$ cat config.mk
export PLATFORM = sky130hd
export DESIGN_NAME = adc_scan_sequencer
export DESIGN_NICKNAME = d
export VERILOG_FILES = /design/src/rtl/adc_scan_sequencer.sv
export SDC_FILE = /design/constraint.sdc
export NUM_CORES = 1
export LEC_CHECK = 0
export ABC_AREA = 1
export CORE_ASPECT_RATIO = 1.25
export CORE_MARGIN = 10
export CORE_UTILIZATION = 40
export CTS_BUF_LIST = sky130_fd_sc_hd__clkbuf_2 sky130_fd_sc_hd__clkbuf_4 sky130_fd_sc_hd__clkbuf_8
export DETAILED_ROUTE_END_ITERATION = 6
export PLACE_DENSITY_LB_ADDON = 0.12
export SLEW_MARGIN = 25
export SYNTH_ARGS = -nofsm -noshare
export SYNTH_HDL_FRONTEND = slang
export SYNTH_SLANG_ARGS = --single-unit
$ cat constraint.sdc
create_clock -name clk -period 3 [get_ports clk]
set_input_delay 0.3 -clock clk [delete_from_list [all_inputs] [get_ports clk]]
set_output_delay 0.3 -clock clk [all_outputs]
set_load 0.01 [all_outputs]
$ cat src/rtl/adc_scan_sequencer.sv
// rtl/adc_scan_sequencer.sv - multiplexed ADC channel scan sequencer with per-channel result store
module adc_scan_sequencer #(
  parameter int NCH = 4,
  parameter int SETTLE = 3,
  parameter int TIMEOUT = 20,
  localparam int CW = (NCH > 1) ? $clog2(NCH) : 1
) (
  input  logic           clk,
  input  logic           clr,
  input  logic           enable,
  input  logic           continuous,
  input  logic [NCH-1:0] chan_mask,
  input  logic           adc_done,
  input  logic [7:0]     adc_data,
  output logic [CW-1:0]  mux_sel,
  output logic           adc_start,
  input  logic           rd_en,
  input  logic [CW-1:0]  rd_sel,
  output logic [7:0]     rd_data,
  output logic [NCH-1:0] valid,
  output logic [NCH-1:0] overrun,
  output logic [NCH-1:0] timeout_err,
  output logic           scan_done
);

  typedef enum logic [2:0] {S_IDLE, S_SELECT, S_SETTLE, S_CONVERT, S_STORE} state_t;

  state_t         state;
  logic           enable_q;
  logic [NCH-1:0] scan_mask;
  logic [CW-1:0]  pointer;
  logic [CW-1:0]  next_ch;
  logic [3:0]     settle_cnt;
  logic [5:0]     tmo_cnt;
  logic [7:0]     result [NCH];
  logic           capture;
  logic           start_ok;
  logic [NCH-1:0] remaining;
  logic [NCH-1:0] cap_hits;
  logic [NCH-1:0] rd_hits;

  assign rd_data   = result[rd_sel];
  assign capture   = (state == S_CONVERT) && adc_done;
  assign start_ok  = enable && (chan_mask != '0) && (continuous || !enable_q);
  assign remaining = scan_mask & ~(NCH'(1) << mux_sel);
  assign cap_hits  = capture ? (NCH'(1) << mux_sel) : '0;
  assign rd_hits   = rd_en ? (NCH'(1) << rd_sel) : '0;

  // Lowest pending channel at or above the scan pointer
  always_comb begin
    next_ch = '0;
    for (int i = NCH - 1; i >= 0; i--) begin
      if (scan_mask[i] && (i >= int'(pointer))) next_ch = CW'(i);
    end
  end

  always_ff @(posedge clk or negedge clr) begin
    if (!clr) begin
      state       <= S_IDLE;
      enable_q    <= 1'b0;
      scan_mask   <= '0;
      pointer     <= '0;
      mux_sel     <= '0;
      settle_cnt  <= '0;
      tmo_cnt     <= '0;
      adc_start   <= 1'b0;
      scan_done   <= 1'b0;
      timeout_err <= '0;
    end else begin
      enable_q  <= enable;
      scan_done <= 1'b0;
      case (state)
        S_IDLE: begin
          if (start_ok) begin
            scan_mask <= chan_mask;
            pointer   <= '0;
            state     <= S_SELECT;
          end
        end
        S_SELECT: begin
          mux_sel    <= next_ch;
          settle_cnt <= '0;
          state      <= S_SETTLE;
        end
        S_SETTLE: begin
          if (settle_cnt == 4'(SETTLE - 1)) begin
            adc_start <= 1'b1;
            tmo_cnt   <= '0;
            state     <= S_CONVERT;
          end else begin
            settle_cnt <= settle_cnt + 4'd1;
          end
        end
        S_CONVERT: begin
          if (adc_done) begin
            adc_start <= 1'b0;
            state     <= S_STORE;
          end else if (tmo_cnt == 6'(TIMEOUT - 1)) begin
            adc_start            <= 1'b0;
            timeout_err[mux_sel] <= 1'b1;
            state                <= S_STORE;
          end else begin
            tmo_cnt <= tmo_cnt + 6'd1;
          end
        end
        S_STORE: begin
          scan_mask <= remaining;
          if ((remaining != '0) && enable) begin
            pointer <= mux_sel + CW'(1);
            state   <= S_SELECT;
          end else begin
            scan_done <= 1'b1;
            if (continuous && enable && (chan_mask != '0)) begin
              scan_mask <= chan_mask;
              pointer   <= '0;
              state     <= S_SELECT;
            end else begin
              state <= S_IDLE;
            end
          end
        end
        default: state <= S_IDLE;
      endcase
    end
  end

  // A read racing a capture on the same channel consumed the old data, so it is not an overrun
  always_ff @(posedge clk or negedge clr) begin
    if (!clr) begin
      valid   <= '0;
      overrun <= '0;
      for (int i = 0; i < NCH; i++) result[i] <= '0;
    end else begin
      if (capture) result[mux_sel] <= adc_data;
      valid   <= (valid & ~rd_hits) | cap_hits;
      overrun <= (overrun | (valid & cap_hits)) & ~rd_hits;
    end
  end

endmodule
======== Word-level counts from Yosys, hierarchy flattened ========
Cells that the tools add are included.
cells by class
  shift-type cells ........................ 2
  reductions and logical operators ........ 26
  magnitude comparators ................... 8
  equality and inequality tests ........... 13
  multiplexer cells ....................... 41
  $add $sub $neg .......................... 3
  bitwise logic cells ..................... 12
operators with widths
  kind                                                               count
  32-bit bitwise mux                                                 1
  4-bit 2-to-1 mux                                                   6
  8-bit 2-to-1 mux                                                   3
  6-bit 2-to-1 mux                                                   3
  4-bit bitwise AND                                                  4
  8-bit binary-select mux with 2-bit select                          1
  8-bit demux with 2-bit select                                      1
  4-bit one-hot mux with 2 select lines                              2
  3-bit one-hot mux with 5 select lines                              1
  2-bit 2-to-1 mux                                                   7
  3-bit 2-to-1 mux                                                   4
  4-bit bitwise OR                                                   3
  6-bit one-hot mux with 2 select lines                              1
  3-bit AND reduction                                                4
  1-bit logical AND                                                  11
  2-bit inequality test, second input constant                       5
  1-bit 2-to-1 mux                                                   8
  4-bit inverter                                                     2
  4-bit nonzero test                                                 2
  1-bit by 2-bit << shifter with 4-bit output, first input constant  2
  6-bit by 1-bit adder with 6-bit output, second input constant      1
  3-bit by 2-bit == test with 1-bit output, second input constant    2
  6-bit by 5-bit == test with 1-bit output, second input constant    1
  3-bit greater-or-equal comparator, second input constant           2
  23 further kinds                                                   28
word-level totals
  bits in registers ....................... 68
  bits of input ports ..................... 20
  output and inout port bits .............. 24
  logic and storage cells ................. 121

======== Logic depth before layout (Yosys ltp) ========
Gate-level depths: netlist of the first run.
  depth after elaboration ................. 7
  mapped depth ............................ 11
  depth with buffers taken out ............ 11

======== Worst setup path before layout of the first run ========
No wires, ideal clock.
  path type ............................... reg-to-reg
  from .................................... reg mux_sel[0]
  to ...................................... reg state[0]
  setup time .............................. 0.118 ns
  required time ........................... 2.882 ns
  clock period less this slack ............ 1.482 ns
  setup slack ............................. 1.518 ns
  arrival time ............................ 1.364 ns
  stages on the path, launching flop included .. 12
  buffers on the path ..................... 0
  cell sequence ........................... dfrtp_1 inv_1 ha_1 inv_1 nand2_1 nand2_1 o21ai_0 nand2_1 nand2_1 nand2_1 nand2_1 nand2_1
between the ends
  cells in the longest elaborated chain, start to end .. 7
ends and longest elaborated chain
  element                                      line  source
  start, declared                              15    output logic [CW-1:0] mux_sel,
  start signal, assigned                       81    mux_sel <= next_ch;
  1-bit by 2-bit << shifter with 4-bit output  45    assign remaining = scan_mask & ~(NCH'(1) << mux_sel);
  4-bit inverter                               45
  4-bit bitwise AND                            45
  4-bit nonzero test                           108   if ((remaining != '0) && enable) begin
  1-bit logical AND                            108
  1-bit 2-to-1 mux                             108
  3-bit one-hot mux with 5 select lines        72    case (state)
  end signal, assigned                         77    state <= S_SELECT;
  end signal, assigned                         110   state <= S_SELECT;
  end signal, assigned                         116   state <= S_SELECT;
  end, declared                                28    state_t state;
Every way passes these cells.
A chain may end at the register's enable or synchronous reset.

======== Worst setup path in the final report of the first run ========
  from .................................... in rd_sel[0]
  to ...................................... out rd_data[3]
between the ends
  cells in the longest elaborated chain, start to end .. 4
ends and longest elaborated chain
  element                                                 line  source
  start, declared                                         18    input logic [CW-1:0] rd_sel,
  2-bit inverter with 3-bit output (implied by the code)  42    assign rd_data = result[rd_sel];
  8-bit binary-select mux with 2-bit select               42
  8-bit 2-to-1 mux (implied by the code) (2 in a row)     42
  end, declared                                           19    output logic [7:0] rd_data,
Every way passes these cells. The select of a mux whose other input is x is not followed.

==> impl_metrics.yaml, run 1 <==
layout:
  nets: 455
  num-fill-cells: 790
  final_cell_mix: "nand2_1 (122), dfrtp_1 (68), o21ai_0 (43)"
  area_delta_synth_final_pct: 23.4
  final_common_cell: "nand2_1"
  drive_above_1_share_pct: 6.70
  post_layout_nonfiller_instances: 528
  antenna_cells: 0
run_status:
  status: "complete, no violations"
worst_setup_path:
  cp_data_arrival_time_ps: 2200
  crit_top_cell: "clkdlybuf4s50_1"
  end_kind: "primary output"
  worst_path_max_delay_cell: "clkdlybuf4s50_1"
  regToRegEndpoint: "tmo_cnt[5]$_DFFE_PN0P_"
  crit_chain: "clkdlybuf4s50_1 -> inv_1 -> nor2_1 -> a22oi_1 -> nand3_1 -> clkdlybuf4s50_1"
  r2r-start: "settle_cnt[0]$_DFFE_PN0P_"
  crit_type: "in2out"
  r2r_cells: 7
  max_stage_delay_ps: 560
  reg2reg_setup_slack_ps: 1260
  crit_required_ps: 2700
  critPathMaxFanout: 9
  critPathLaunchType: "input pin"
grt:
  gr-usage-all-layers_pct: 12.8
  use_met3_pct: 3.62
  met2_usage_pct: 21.4
  grt_overflow: 0
  grt_pass1_wl_um: 12600
  grt_busiest_layer: "met2"
  first_global_vias: 2723
  antenna_found_initial: 0
  grt_max_degree: 69
  met1_usage_pct: 14.7
clock_tree:
  cts_tree: "done"
  cts_sinks: 68
  clk_pin_slew_ps: 70
  cts_resized: 0
  h-tree-depth: 3
  post-cts-setup-buffers: 0
  cts_buffer_depth: 2
  numCtsBuffers: 9
  clk_latency_ps: 350
  hold_buffers: 0
  clock-root-buffer: "clkbuf_8"
floorplanning:
  die-width_um: 99.6
  fp-row-count: 36
  initial_core_util_pct: 40.9
  dieArea_sq_mm: 0.0119
  coreArea_sq_mm: 0.00775
  fp.dieH_um: 120
  pin_count: 44
timing:
  hold_violations: 0
  setup_viol: 0
  worst_pin_slew_ps: 859
  max_freq_mhz: 400
  slew_headroom_pct: 42.8
  finalClockSkew_ps: 13.8
  fin_tns_setup_ps: 0
  rsz0062_at_grt: "no"
  min_period_ps: 2500
  slew_violations: 0
  period_share_pct: 83.3
place:
  hpwl_um: 5100
  portBuffers: 43
  gp_congestion: 0.810
  placed_cells: 512
logic_synthesis:
  ys_types: 27
  synth_nets: 403
  ys_seq_area_share_pct: 53.7
  yosysWarnings: 0
  ys_ff_latch: 68
  syn_area_per_cell_sq_um: 8.43
  synthCells: 376
  syn-cell-area_sq_mm: 0.00317
routing:
  drtIter0Drc: 105
  dr_total_vias: 2657
  wire_per_inst_um: 13.6
  viasPerCell: 5.03
  drt_first_pass_iters: 6
  ant_nets: 0
  drc: 0
  wl_um: 7180
power:
  vdd_drop_max_v: 0.000418
  pwr_density_cell_mw_per_mm2: 847
  p_total_mw: 3.31
  power.leakage_nw: 1.92
run:
  timing.max_cap.violations: 0
min_path:
  min_path_type: "in2async"
layout make-up:
class | count | area [sq um] | area share, %
inverter | 42 | 158 | 4.03
clock inverter | 6 | 63.8 | 1.63
clock buffer | 10 | 138 | 3.52
tap | 95 | 119 | 3.04
multi-input combinational | 262 | 1290 | 33.0
timing repair buffer | 45 | 440 | 11.3
sequential | 68 | 1700 | 43.5
registers in the layout, summed over array words and instances, names as in the netlist:
name,count
enable_q,1
overrun,4
state,3
adc_start,1
scan_done,1
settle_cnt,4
pointer,2
mux_sel,2
scan_mask,4
valid,4
result,32
tmo_cnt,6
timeout_err,4
logic make-up after synthesis:
kind of cell	count (synthesis)	share of synthesized area [%]
buffers and inverters	46	5.60
DFF	68	53.7
xor gates and xnor gates	4	1.11
AOI/OAI and AO/OA	72	12.9
and+or+nand+nor	179	24.0
adders and majority gates	7	2.76
synth_stat cells (all sizes together):
| cell type | number | share of area (%) |
|---|---|---|
| nor3 | 1 | 0.16 |
| or2 | 1 | 0.20 |
| o21bai | 4 | 0.95 |
| nand2 | 127 | 16 |
| clkbuf | 4 | 0.63 |
| dfrtp | 68 | 54 |
| a21o | 1 | 0.24 |
| nand4 | 4 | 0.79 |
| inv | 41 | 4.9 |
| xnor2 | 1 | 0.28 |
| a21oi | 5 | 0.79 |
| a21boi | 1 | 0.24 |
| ha | 7 | 2.8 |
| a22oi | 12 | 2.8 |
| o22ai | 2 | 0.39 |
| nor2 | 21 | 3.2 |
| nand3 | 24 | 3.8 |
| o21ai | 47 | 7.4 |
| nor3b | 1 | 0.24 |
| clkinv | 1 | 0.12 |
| xor2 | 3 | 0.83 |
report_power, final:
part | internal (mW) | total [mW] | leakage (nW) | switching (mW)
registers | 1.23 | 1.43 | 0.894 | 0.204
clock network | 0.405 | 0.767 | 0.0983 | 0.362
logic | 0.476 | 1.12 | 0.930 | 0.643
through the flow:
step           area (sq um)  setup WS (ps)  util, %  hold slack [ps]
2_1_floorplan          3170           1520        -             4.41
6_report               3910            501     50.5              146
4_1_cts                3910            491     50.5              184
5_1_grt                3910            367     50.5              225
3_5_place_dp           3710            501     47.9              462
3_3_place_gp           3710            549     47.9              464
per-layer routing:
metal,vias up,wire [um],part of all wire [%]
li1,1323,-,-
met1,1266,3170,44
met2,55,3470,48
met3,13,413,5.8
met4,0,123,1.7
met5,-,0,0
critical path, delay by kind of cell:
kind                   cells  cell delay (ps)
AO/OA/AOI/OAI              1              150
buffers and inverters      3             1130
AND/OR/NAND/NOR            2              610
worst max path at each step:
stage	to	slack (ps)	from
after floorplan	state[0]$_DFFE_PN0P_	1520	mux_sel[0]$_DFFE_PN0P_
after detailed placement	rd_data[3]	500	rd_sel[0]
after global placement	rd_data[2]	550	rd_sel[0]
after CTS	rd_data[2]	490	rd_sel[0]
after global routing	rd_data[5]	370	rd_sel[0]
final	rd_data[3]	500	rd_sel[0]
Power figures use the tool's default switching activity.
==> inputs of run 2 (changes only) <==
Clock period 3 ns to 2.2 ns, I/O delays scaled along.
==> impl_metrics.yaml, run 2 (synthesis results as in run 1) <==
floorplanning:
  fp-row-count: 36
  fp.dieH_um: 120
  pin_count: 44
  die-width_um: 99.6
  coreArea_sq_mm: 0.00775
  initial_core_util_pct: 40.9
  dieArea_sq_mm: 0.0119
grt:
  first_global_vias: 2489
  grt_overflow: 0
  gr-usage-all-layers_pct: 12.1
  grt_max_degree: 69
  antenna_found_initial: 0
  grt_pass1_wl_um: 11800
layout:
  regMostFlops: "result"
  nets: 459
  final_cell_mix: "nand2_1 (122), dfrtp_1 (68), o21ai_0 (43)"
  area_delta_synth_final_pct: 26.0
  fin_area_sq_mm: 0.00399
  antenna_cells: 0
  final_common_cell: "nand2_1"
  reg_top3: "result x32, tmo_cnt x6"
  post_layout_nonfiller_instances: 532
  largest_reg_flops: 32
  num-fill-cells: 747
  final_util_pct: 51.6
  drive_above_1_share_pct: 7.55
power:
  pwr_density_cell_mw_per_mm2: 1170
  vdd_drop_max_v: 0.000603
  power.leakage_nw: 1.96
clock_tree:
  clk_latency_ps: 350
  post-cts-setup-buffers: 0
  numCtsBuffers: 9
  clk_pin_slew_ps: 80
  cts_sinks: 68
  h-tree-depth: 3
  cts_tree: "done"
  clock-root-buffer: "clkbuf_8"
  cts_buffer_depth: 2
routing:
  drt_first_pass_iters: 4
  drtIter0Drc: 68
  drc: 0
  wl_um: 7080
  dr_total_vias: 2569
  viasPerCell: 4.83
  wire_per_inst_um: 13.3
  ant_nets: 0
timing:
  worst_pin_slew_ps: 398
  min_period_ps: 2030
  slew_headroom_pct: 73.4
  setup_slack_ps: 173
  max_freq_mhz: 493
  hold_violations: 0
  finalClockSkew_ps: 10.7
  period_share_pct: 92.2
  setup_viol: 0
  slew_violations: 0
  fin_tns_setup_ps: 0
worst_setup_path:
  crit_required_ps: 1980
  critPathLaunchType: "input pin"
  crit_type: "in2out"
  cpLargestDelayFamily: "buffers and inverters"
  worst_path_max_delay_cell: "clkdlybuf4s50_1"
  cp_data_arrival_time_ps: 1810
  max_stage_delay_ps: 480
  end_kind: "primary output"
  crit_buf_inv: 3
  crit_chain: "clkdlybuf4s50_1 -> nand2_1 -> clkinvlp_4 -> a22oi_1 -> nand2_1 -> clkdlybuf4s50_1"
  critPathMaxFanout: 9
place:
  gp_congestion: 0.803
  portBuffers: 43
  placed_cells: 515
  hpwl_um: 5020
  post_dp_cell_area_sq_mm: 0.00374
  dp_worst_setup_slack_ps: 118
run:
  timing.max_cap.violations: 0
run_status:
  status: "complete, no violations"
min_path:
  min_path_type: "in2async"
==> run 2: routing by layer <==
| metal | up-vias | track usage, % | wire [um] |
|---|---|---|---|
| met3 | 10 | 3.50 | 356 |
| met2 | 46 | 19.4 | 3280 |
| met5 | - | 0 | 0 |
| met1 | 1180 | 14.7 | 3310 |
| li1 | 1333 | - | - |
| met4 | 0 | 5.66 | 136 |
==> run 2: worst paths after layout <==
path | startpoint | to | slack [ps] | cells after the start
setup reg to reg | mux_sel[0]$_DFFE_PN0P_ | state[0]$_DFFE_PN0P_ | 470 | 11
hold / removal | clr | overrun[1]$_DFF_PN0_ | 400 | 3
setup / recovery | rd_sel[1] | rd_data[2] | 170 | 6
hold reg to reg | timeout_err[0]$_DFFE_PN0P_ | timeout_err[0]$_DFFE_PN0P_ | 480 | 1
min in group clk | enable | enable_q$_DFF_PN0_ | 420 | 1
max in group asynchronous | clr | result[17]$_DFFE_PN0P_ | 1480 | 3
==> run 2: worst reg2reg max path, cell delays in order (launching register included) <==
cell and delay, ps:
dfrtp_1 440, inv_1 160, ha_1 210, inv_1 80, nand2_1 90, nand2_1 70
o21ai_0 210, nand2_1 80, nand2_1 120, nand2_1 60, nand2_1 60, nand2_1 40
==> run 2: layout make-up <==
| type | count | area [sq um] | share of cell area, % |
|---|---|---|---|
| clock buffers | 11 | 151 | 3.79 |
| clock inverters | 5 | 83.8 | 2.10 |
| inverters | 42 | 161 | 4.04 |
| multi-input cells | 262 | 1290 | 32.3 |
| flip-flops and latches | 68 | 1700 | 42.6 |
| well taps | 95 | 119 | 2.98 |
| repair buffers | 49 | 485 | 12.2 |
==> run 2: timing repair <==
action,in CTS,in global routing
gates resized for setup,0,1
setup endpoints to repair,0,3
hold buffers,1,0
hold endpoints to repair,68,0
==> run 2: where the power goes <==
part | switching [mW] | leakage, nW | total (mW) | internal (mW)
Combinational | 0.869 | 0.952 | 1.53 | 0.663
Clock | 0.490 | 0.112 | 1.19 | 0.702
Sequential | 0.277 | 0.894 | 1.95 | 1.67
Total | 1.64 | 1.96 | 4.67 | 3.04
==> run 2: per-stage QoR <==
stage          hold slack, ps  power [mW]
2_1_floorplan           -75.6        2.92
3_3_place_gp              272        3.49
3_5_place_dp              275        3.52
4_1_cts                   415        4.72
5_1_grt                   435        5.05
6_report                  402        4.67
==> inputs of run 3 (changes only) <==
Clock period 2.2 ns to 2.3 ns, I/O delays scaled along.
==> impl_metrics.yaml, run 3 (synthesis results as in run 1) <==
run_status:
  status: "complete, no violations"
timing:
  slew_violations: 0
  period_share_pct: 90.2
  hold_violations: 0
  setup_viol: 0
  fin_tns_setup_ps: 0
  finalClockSkew_ps: 9.28
  rsz0062_at_grt: "no"
  min_period_ps: 2070
  worst_pin_slew_ps: 409
  slew_headroom_pct: 72.6
  max_freq_mhz: 482
  whs_ps: 419
routing:
  wire_per_inst_um: 13.4
  dr_total_vias: 2608
  ant_nets: 0
  drtIter0Drc: 132
  drc: 0
  viasPerCell: 4.90
  drt_first_pass_iters: 4
  wl_um: 7110
layout:
  nets: 459
  drive_above_1_share_pct: 7.32
  antenna_cells: 0
  area_delta_synth_final_pct: 23.9
  regMostFlops: "result"
  final_cell_mix: "nand2_1 (122), dfrtp_1 (68), o21ai_0 (43)"
  largest_reg_flops: 32
  final_common_cell: "nand2_1"
  num-fill-cells: 757
  reg_top3: "result x32, tmo_cnt x6"
grt:
  first_global_vias: 2680
  antenna_found_initial: 0
  grt_max_degree: 69
  grt_overflow: 0
  grt_pass1_wl_um: 12400
  gr-usage-all-layers_pct: 12.6
clock_tree:
  cts_resized: 0
  cts_sinks: 68
  h-tree-depth: 3
  numCtsBuffers: 9
  clk_latency_ps: 340
  clock-root-buffer: "clkbuf_8"
  cts_tree: "done"
  cts_buffer_depth: 2
  clk_pin_slew_ps: 80
  post-cts-setup-buffers: 0
floorplanning:
  dieArea_sq_mm: 0.0119
  pin_count: 44
  coreArea_sq_mm: 0.00775
  initial_core_util_pct: 40.9
  fp.dieH_um: 120
  fp-row-count: 36
  die-width_um: 99.6
worst_setup_path:
  critPathMaxFanout: 9
  crit_required_ps: 2070
  worst_path_max_delay_cell: "clkdlybuf4s50_1"
  max_stage_delay_ps: 480
  crit_type: "in2out"
  crit_chain: "clkdlybuf4s50_1 -> nand2_1 -> clkinv_1 -> a22oi_1 -> nand2_1 -> clkdlybuf4s50_1"
  cp_data_arrival_time_ps: 1840
  crit_buf_inv: 3
  r2r-start: "settle_cnt[0]$_DFFE_PN0P_"
  reg2reg_setup_slack_ps: 590
  cpLargestDelayFamily: "buffers and inverters"
  regToRegEndpoint: "tmo_cnt[5]$_DFFE_PN0P_"
  end_kind: "primary output"
  r2r_cells: 7
  critPathLaunchType: "input pin"
run:
  timing.max_cap.violations: 0
power:
  pwr_density_cell_mw_per_mm2: 1070
  p_total_mw: 4.19
  vdd_drop_max_v: 0.000601
  power.leakage_nw: 1.93
place:
  hpwl_um: 5060
  gp_congestion: 0.815
  portBuffers: 43
min_path:
  min_path_type: "in2async"
-- run 3: cell type report --
cell class,count,area (sq um),share of cell area [%]
repair buffers,49,485,12.4
inverters,42,158,4.01
flip-flops and latches,68,1700,43.3
clock inverters,6,41.3,1.05
multi-input cells,262,1290,32.9
clock buffers,10,131,3.35
well taps,95,119,3.03
-- run 3: how the worst max path moves through the flow --
stage,from,to,slack (ps),cells past startpoint
2_1_floorplan,mux_sel[0]$_DFFE_PN0P_,state[0]$_DFFE_PN0P_,820,11
3_3_place_gp,rd_sel[1],rd_data[2],240,6
3_5_place_dp,rd_sel[1],rd_data[2],200,6
4_1_cts,rd_sel[1],rd_data[2],190,6
5_1_grt,rd_sel[1],rd_data[4],20,6
6_report,rd_sel[1],rd_data[2],230,6
-- run 3: timing repair --
item / 4_1_cts / 5_1_grt
endpoints found under the setup margin: 0 / 0
hold buffers: 1 / 0
endpoints found under the hold margin: 68 / 0
-- run 3: power breakdown --
part           internal [mW]  switching [mW]  leakage, nW
clock network          0.401           0.463       0.0817
registers               1.60           0.264        0.894
logic                  0.635           0.827        0.954
total                   2.63            1.55         1.93
-- run 3: layer usage --
| metal | GRT usage (%) | vias up | share of wire (%) |
|---|---|---|---|
| met5 | 0 | - | 0 |
| met4 | 5.92 | 0 | 0.53 |
| met3 | 3.27 | 2 | 4.7 |
| met2 | 20.5 | 44 | 48 |
| met1 | 15.2 | 1231 | 47 |
| li1 | - | 1331 | - |
-- run 3: worst min-delay path, stage by stage --
cell and delay (ps):
dlygate4sd3_1 510, buf_2 120, buf_12 300
-- run 3: metrics by stage --
step | std cells | worst slack [ps] | area (sq um) | util, %
after floorplan | 376 | 818 | 3170 | -
after global placement | 515 | 236 | 3740 | 48.3
after detailed placement | 515 | 197 | 3740 | 48.3
after CTS | 532 | 192 | 3930 | 50.7
after global routing | 532 | 16.3 | 3930 | 50.7
final | 532 | 225 | 3930 | 50.7
